`src/rtl/mem_uart_dump_pkg.sv`:
```
// Shared types and default sizing for the memory-to-UART dump block.
// Imported by the interface, the bit timer and the top level.
package mem_uart_dump_pkg;

    localparam int unsigned DefClksPerBit = 868;
    localparam int unsigned DefAddrW      = 6;

    typedef enum logic [2:0] {
        StIdle,
        StFetch,
        StLoad,
        StStart,
        StData,
        StStop
    } state_e;

endpackage

```
`src/rtl/mem_uart_dump_if.sv`:
```
// Command, RAM read port and serial output of the dump block, bundled for port lists.
// The slave modport is the dump block; the master side issues commands and owns the RAM.
interface mem_uart_dump_if
    import mem_uart_dump_pkg::*;
#(
    parameter int unsigned ADDR_W = DefAddrW
);

    logic              start;
    logic [ADDR_W:0]   len;
    logic [ADDR_W-1:0] rd_addr;
    logic [7:0]        rd_data;
    logic              tx;
    logic              busy;
    logic              done;

    modport master (
        output start,
        output len,
        output rd_data,
        input  rd_addr,
        input  tx,
        input  busy,
        input  done
    );

    modport slave (
        input  start,
        input  len,
        input  rd_data,
        output rd_addr,
        output tx,
        output busy,
        output done
    );

endinterface

```
`src/rtl/uart_tx_bit_timer.sv`:
```
// Baud counter for the UART transmitter: counts 0..CLKS_PER_BIT-1 while enabled and
// emits a one-cycle tick on the wrap. A clear forces the count back to zero.
module uart_tx_bit_timer
    import mem_uart_dump_pkg::*;
#(
    parameter int unsigned CLKS_PER_BIT = DefClksPerBit
) (
    input  logic clk,
    input  logic rst_n,
    input  logic en_i,
    input  logic clr_i,
    output logic tick_o
);

    localparam int unsigned CntW = (CLKS_PER_BIT > 1) ? $clog2(CLKS_PER_BIT) : 1;
    localparam logic [CntW-1:0] CntMax = CntW'(CLKS_PER_BIT - 1);

    logic [CntW-1:0] cnt_q, cnt_d;

    always_comb begin
        cnt_d = cnt_q;
        if (clr_i) begin
            cnt_d = '0;
        end else if (en_i) begin
            cnt_d = (cnt_q == CntMax) ? '0 : cnt_q + 1'b1;
        end
    end

    assign tick_o = en_i && !clr_i && (cnt_q == CntMax);

    always_ff @(posedge clk or negedge rst_n) begin
        if (!rst_n) begin
            cnt_q <= '0;
        end else begin
            cnt_q <= cnt_d;
        end
    end

endmodule

```
`src/rtl/mem_uart_dump.sv`:
```
// Streams bytes 0..len-1 of a block RAM out of an 8N1 UART line, LSB first.
// Sits beside the RAM's second read port; all outputs come straight from flops.
module mem_uart_dump
    import mem_uart_dump_pkg::*;
#(
    parameter int unsigned CLKS_PER_BIT = DefClksPerBit,
    parameter int unsigned ADDR_W       = DefAddrW
) (
    input  logic           clk,
    input  logic           rst_n,
    mem_uart_dump_if.slave bus
);

    localparam logic [ADDR_W:0] CountOne = (ADDR_W + 1)'(1);

    state_e            state_q, state_d;
    logic [ADDR_W:0]   count_q, count_d;
    logic [ADDR_W-1:0] rd_addr_q, rd_addr_d;
    logic [7:0]        shift_q, shift_d;
    logic [2:0]        bit_idx_q, bit_idx_d;
    logic              tx_q, tx_d;
    logic              busy_q, busy_d;
    logic              done_q, done_d;
    logic              armed_q;
    logic              tick;
    logic              timer_en;
    logic              timer_clr;

    assign timer_clr = (state_q == StLoad);
    assign timer_en  = (state_q == StStart) || (state_q == StData) || (state_q == StStop);

    uart_tx_bit_timer #(
        .CLKS_PER_BIT(CLKS_PER_BIT)
    ) u_bit_timer (
        .clk   (clk),
        .rst_n (rst_n),
        .en_i  (timer_en),
        .clr_i (timer_clr),
        .tick_o(tick)
    );

    always_comb begin
        state_d   = state_q;
        count_d   = count_q;
        rd_addr_d = rd_addr_q;
        shift_d   = shift_q;
        bit_idx_d = bit_idx_q;
        done_d    = 1'b0;

        unique case (state_q)
            StIdle: begin
                // armed_q keeps the first edge after reset release from accepting a start
                if (bus.start && armed_q) begin
                    if (bus.len == '0) begin
                        done_d = 1'b1;
                    end else begin
                        count_d   = bus.len;
                        rd_addr_d = '0;
                        state_d   = StFetch;
                    end
                end
            end
            StFetch: begin
                state_d = StLoad;
            end
            StLoad: begin
                shift_d = bus.rd_data;
                state_d = StStart;
            end
            StStart: begin
                if (tick) begin
                    bit_idx_d = '0;
                    state_d   = StData;
                end
            end
            StData: begin
                if (tick) begin
                    shift_d   = shift_q >> 1;
                    bit_idx_d = bit_idx_q + 3'd1;
                    if (bit_idx_q == 3'd7) begin
                        state_d = StStop;
                    end
                end
            end
            StStop: begin
                if (tick) begin
                    count_d = count_q - 1'b1;
                    if (count_q == CountOne) begin
                        done_d  = 1'b1;
                        state_d = StIdle;
                    end else begin
                        rd_addr_d = rd_addr_q + 1'b1;
                        state_d   = StFetch;
                    end
                end
            end
            default: begin
                state_d = StIdle;
            end
        endcase

        busy_d = (state_d != StIdle);

        // tx is computed from the next state so the line flop changes with the state
        case (state_d)
            StStart: tx_d = 1'b0;
            StData:  tx_d = shift_d[0];
            default: tx_d = 1'b1;
        endcase
    end

    always_ff @(posedge clk or negedge rst_n) begin
        if (!rst_n) begin
            state_q   <= StIdle;
            count_q   <= '0;
            rd_addr_q <= '0;
            shift_q   <= '0;
            bit_idx_q <= '0;
            tx_q      <= 1'b1;
            busy_q    <= 1'b0;
            done_q    <= 1'b0;
            armed_q   <= 1'b0;
        end else begin
            state_q   <= state_d;
            count_q   <= count_d;
            rd_addr_q <= rd_addr_d;
            shift_q   <= shift_d;
            bit_idx_q <= bit_idx_d;
            tx_q      <= tx_d;
            busy_q    <= busy_d;
            done_q    <= done_d;
            armed_q   <= 1'b1;
        end
    end

    assign bus.rd_addr = rd_addr_q;
    assign bus.tx      = tx_q;
    assign bus.busy    = busy_q;
    assign bus.done    = done_q;

endmodule

```
`src/flat_wrapper.sv`:
```
// flat-port wrapper written by rule: the top's interface ports become plain ports
module mem_uart_dump_flat import mem_uart_dump_pkg::*;
#(
    parameter int unsigned CLKS_PER_BIT = DefClksPerBit,
    parameter int unsigned ADDR_W       = DefAddrW
)
  (clk, rst_n, bus_start, bus_len, bus_rd_data, bus_rd_addr, bus_tx, bus_busy, bus_done);
  mem_uart_dump_if #(.ADDR_W(ADDR_W)) bus_i ();
  input  logic clk;
  input  logic rst_n;
  input wire logic [$bits(bus_i.start)-1:0] bus_start;
  input wire logic [$bits(bus_i.len)-1:0] bus_len;
  input wire logic [$bits(bus_i.rd_data)-1:0] bus_rd_data;
  output wire logic [$bits(bus_i.rd_addr)-1:0] bus_rd_addr;
  output wire logic [$bits(bus_i.tx)-1:0] bus_tx;
  output wire logic [$bits(bus_i.busy)-1:0] bus_busy;
  output wire logic [$bits(bus_i.done)-1:0] bus_done;
  assign bus_i.start = bus_start;
  assign bus_i.len = bus_len;
  assign bus_i.rd_data = bus_rd_data;
  assign bus_rd_addr = bus_i.rd_addr;
  assign bus_tx = bus_i.tx;
  assign bus_busy = bus_i.busy;
  assign bus_done = bus_i.done;
  mem_uart_dump #(.CLKS_PER_BIT(CLKS_PER_BIT), .ADDR_W(ADDR_W)) u_core (.clk(clk), .rst_n(rst_n), .bus(bus_i));
endmodule
```
`config.mk`:
```
export PLATFORM = sky130hd
export DESIGN_NAME = mem_uart_dump_flat
export DESIGN_NICKNAME = d
export VERILOG_FILES = /design/src/rtl/mem_uart_dump_pkg.sv /design/src/rtl/mem_uart_dump_if.sv /design/src/rtl/uart_tx_bit_timer.sv /design/src/rtl/mem_uart_dump.sv /design/src/flat_wrapper.sv
export SDC_FILE = /design/constraint.sdc
export NUM_CORES = 1
export LEC_CHECK = 0
export BUFFER_PORTS_ARGS = -buffer_cell sky130_fd_sc_hd__buf_2
export CAP_MARGIN = 20
export CELL_PAD_IN_SITES_DETAIL_PLACEMENT = 1
export CELL_PAD_IN_SITES_GLOBAL_PLACEMENT = 1
export CORE_ASPECT_RATIO = 1.25
export CORE_MARGIN = 2
export CORE_UTILIZATION = 47
export CTS_BUF_LIST = sky130_fd_sc_hd__clkbuf_8 sky130_fd_sc_hd__clkbuf_16
export DETAILED_ROUTE_END_ITERATION = 10
export PLACE_DENSITY = 0.87
export SLEW_MARGIN = 0
export SYNTH_ARGS = -nofsm -noshare
export SYNTH_HDL_FRONTEND = slang
export SYNTH_SLANG_ARGS = --single-unit
```
`constraint.sdc`:
```
create_clock -name clk -period 5.2 [get_ports clk]
set_input_delay 0.78 -clock clk [delete_from_list [all_inputs] [get_ports clk]]
set_output_delay 0.78 -clock clk [all_outputs]
set_load 0.01 [all_outputs]
```
==> impl_metrics.env <==
export IMPL_cts_buffers=5
export IMPL_syn2layout_area_growth_pct=11.9
export IMPL_synth_top_family_by_area="simple AND/OR/NAND/NOR gates"
export IMPL_skew_ps=10.4
export IMPL_drc=0
export IMPL_synthAdderAreaFrac_pct=3.47
export IMPL_synth_compound_area_share_pct=19.9
export IMPL_place_congestion=0.734
export IMPL_arrival_ps=2780
export IMPL_slew_headroom_pct=38.8
export IMPL_hold_path_cell_count=2
export IMPL_tns_ps=0
export IMPL_max_stage_delay_ps=460
export IMPL_synthArstFlopShare_pct=100
export IMPL_cap_violations=0
export IMPL_synth_main_ff_cell="dfrtp_1"
export IMPL_hp_start="u_core.shift_q[4]"
export IMPL_hp_class="flip-flop to flip-flop"
export IMPL_final_area_mm2=0.00242
export IMPL_post_cts_setup_buffers=0
export IMPL_nets=295
export IMPL_min_period_over_period_pct=49.3
export IMPL_grt_pass1_wl_mm=9.40
export IMPL_dieWidth_um=64.7
export IMPL_drt_vias_per_instance=5.73
export IMPL_yosysSeqAreaShare_pct=47.5
export IMPL_htreeDepth=2
export IMPL_port_buffer_count=26
export IMPL_yosysWarnings=0
export IMPL_drtIter0Drc=68
export IMPL_syn_cell_area_mm2=0.00216
export IMPL_grtUsageTotal_pct=23.4
export IMPL_cts_tree="done"
export IMPL_hold_viol=0
export IMPL_start_util_pct=48.9
export IMPL_cp_end_kind="flip-flop"
export IMPL_cp_cell_sequence="ha_1 -> or3b_1 -> or3_1 -> nor2_2 -> a221oi_2 -> a31oi_1 -> a2bb2oi_1"
export IMPL_wl_per_cell_um=16.2
export IMPL_ys_types=49
export IMPL_final_cells=330
export IMPL_rows=27
export IMPL_clkTransAtPathRegs_ps=70
export IMPL_drt_pass1_iter_count=4
export IMPL_antenna_found_initial=0
export IMPL_ios=27
export IMPL_drive_above_1_share_pct=14.7
export IMPL_hold_path_end="u_core.shift_q[4]"
export IMPL_clock_path_buffers=2
export IMPL_cts_sinks=41
export IMPL_slowest_stage="or3_1"
export IMPL_cts_resized=0
export IMPL_vias=1891
export IMPL_synthMuxAreaShare_pct=0
export IMPL_synth_enable_flop_cells=0
export IMPL_die_area_mm2=0.00516
export IMPL_insertion_delay_ps=300
export IMPL_ant_nets=0
export IMPL_setup_viol=0
export IMPL_status="finished, final reports clean"
export IMPL_max_vdd_ir_drop_mv=0.197
export IMPL_dp_cells=321
export IMPL_grt_max_degree=42
export IMPL_n_antenna_cell=0
export IMPL_dpl_hpwl_mm=3.98
export IMPL_reg2regPathDepth=7
export IMPL_synth_seq_cells=41
export IMPL_final_max_slew_viol_count=0
export IMPL_syn_num_nets=266
export IMPL_crit_required_ps=5410
export IMPL_fmax_mhz=390
export IMPL_power_leakage_nw=1.08
export IMPL_fin_crit_ps=2570
export IMPL_reg2reg_slack_ps=2630
export IMPL_r2r_end="u_core.bus.tx"
export IMPL_startpoint_type="flip-flop"
export IMPL_overflow=0
export IMPL_rsz0062_at_grt="false"
export IMPL_die_y_um=79.9
export IMPL_synth_cells=242
export IMPL_tightest_slew_ps=918
export IMPL_core_mm2=0.00443
export IMPL_finalWirelength_mm=5.36
export IMPL_path_max_fanout=9
export IMPL_yosys_area_share_simple_pct=23.7
export IMPL_setup_worst_path_class="flip-flop to flip-flop"
export IMPL_grt_pass1_vias=2026
export IMPL_cts_hold_buf=0
export IMPL_synth_area_per_cell_um2=8.94
export IMPL_p_per_area_mw_per_mm2=222
export IMPL_clockRootBuffer="clkbuf_8"
export IMPL_synthXorXnorAreaFrac_pct=2.02
export IMPL_placed_area_mm2=0.00233
export IMPL_r2r_start="u_core.u_bit_timer.cnt_q[0]"
==> per-stage QoR <==
stage	hold WS, ps	utilization (%)	total power, W	setup WS (ps)
finish	484	54.7	0.000536	2630
global route	528	54.7	0.000563	2470
CTS	487	54.5	0.000544	2260
detailed placement	469	52.7	0.000350	1950
global placement	461	52.7	0.000349	2210
floorplan	447	-	0.000334	2940
==> worst max-delay path: cells and delay by family (launching register included) <==
family	cells	cell delay, ps
compound gates	3	550
fa+ha+maj	1	250
flops	1	420
simple gates	3	1270
==> worst max-delay path by stage <==
stage | slack (ps) | start | end | cells past startpoint
after floorplan | 2940 | u_core.u_bit_timer.cnt_q[0] | u_core.bus.tx | 8
after global placement | 2210 | bus_len[2] | u_core.bus.rd_addr[1] | 6
after detailed placement | 1950 | bus_len[2] | u_core.bus.rd_addr[1] | 6
after CTS | 2260 | bus_len[2] | u_core.bus.rd_addr[1] | 6
after global routing | 2470 | u_core.u_bit_timer.cnt_q[0] | u_core.u_bit_timer.cnt_q[8] | 7
final | 2630 | u_core.u_bit_timer.cnt_q[0] | u_core.bus.tx | 7
==> flip-flops by register name, indices dropped and copies added (netlist names) <==
name and flops:
u_core.bus.rd_addr 6, u_core.bus.tx 1, u_core.count_q 7, u_core.bus.busy 1, u_core.bit_idx_q 3, u_core.shift_q 8, u_core.armed_q 1, u_core.u_bit_timer.cnt_q 10
u_core.bus.done 1, u_core.state_q 3
==> synthesized netlist by cell type, drive strengths merged (3+ instances only) <==
cell	instances	area share [%]
o211ai	4	1.4
o21ai	26	6.0
clkbuf	5	1.4
nor3	8	1.9
nand3	12	2.8
a22oi	6	2.1
o31ai	4	1.4
and2	4	1.2
xnor2	5	2.0
ha	6	3.5
dfrtp	40	46
or3	3	0.87
nor2	21	3.8
inv	8	1.4
nor2b	4	1.2
a21oi	14	3.2
nand2	38	6.6
==> where the power goes <==
part / switching [W] / leakage, nW / internal, W
sequential: 0.00000174 / 0.509 / 0.000322
combinational: 0.0000122 / 0.516 / 0.00000667
clock: 0.000104 / 0.0519 / 0.0000895
total: 0.000118 / 1.08 / 0.000418
==> cells by family (layout without fill, tap and decap cells) <==
kind of cell | count (synthesis) | in the layout
buffers and inverters | 14 | 44
and+or+nand+nor | 106 | 106
xor gates and xnor gates | 5 | 5
AOI/OAI and AO/OA | 69 | 69
other | 1 | 1
adders and majority gates | 6 | 6
DFF | 41 | 41
==> routing by layer <==
layer | vias to the layer above | global-route usage [%] | wire length [um]
met2 | 27 | 42.3 | 2840
met5 | - | 0 | 0
met1 | 936 | 26.9 | 2270
met3 | 10 | 4.65 | 139
met4 | 0 | 9.15 | 113
li1 | 918 | - | -
==> cells in the final DEF, fill, tap and decap left out, drive strengths merged, types with 8 or more instances in the layout <==
master,instances
buf,28
nor2,21
a21oi,14
nor3,8
o21ai,26
dfrtp,40
nand3,12
inv,11
nand2,38
==> cell type report <==
type                            instances  area (um^2)
Fill cell                             540         2010
Multi-Input combinational cell        187         1060
Sequential cell                        41         1030
Timing Repair Buffer                   28          145
Tap cell                               58         72.6
Clock buffer                            5         68.8
Inverter                                8         30.0
Clock inverter                          3         11.3
Note: power is estimated with default switching activity, not from simulation.
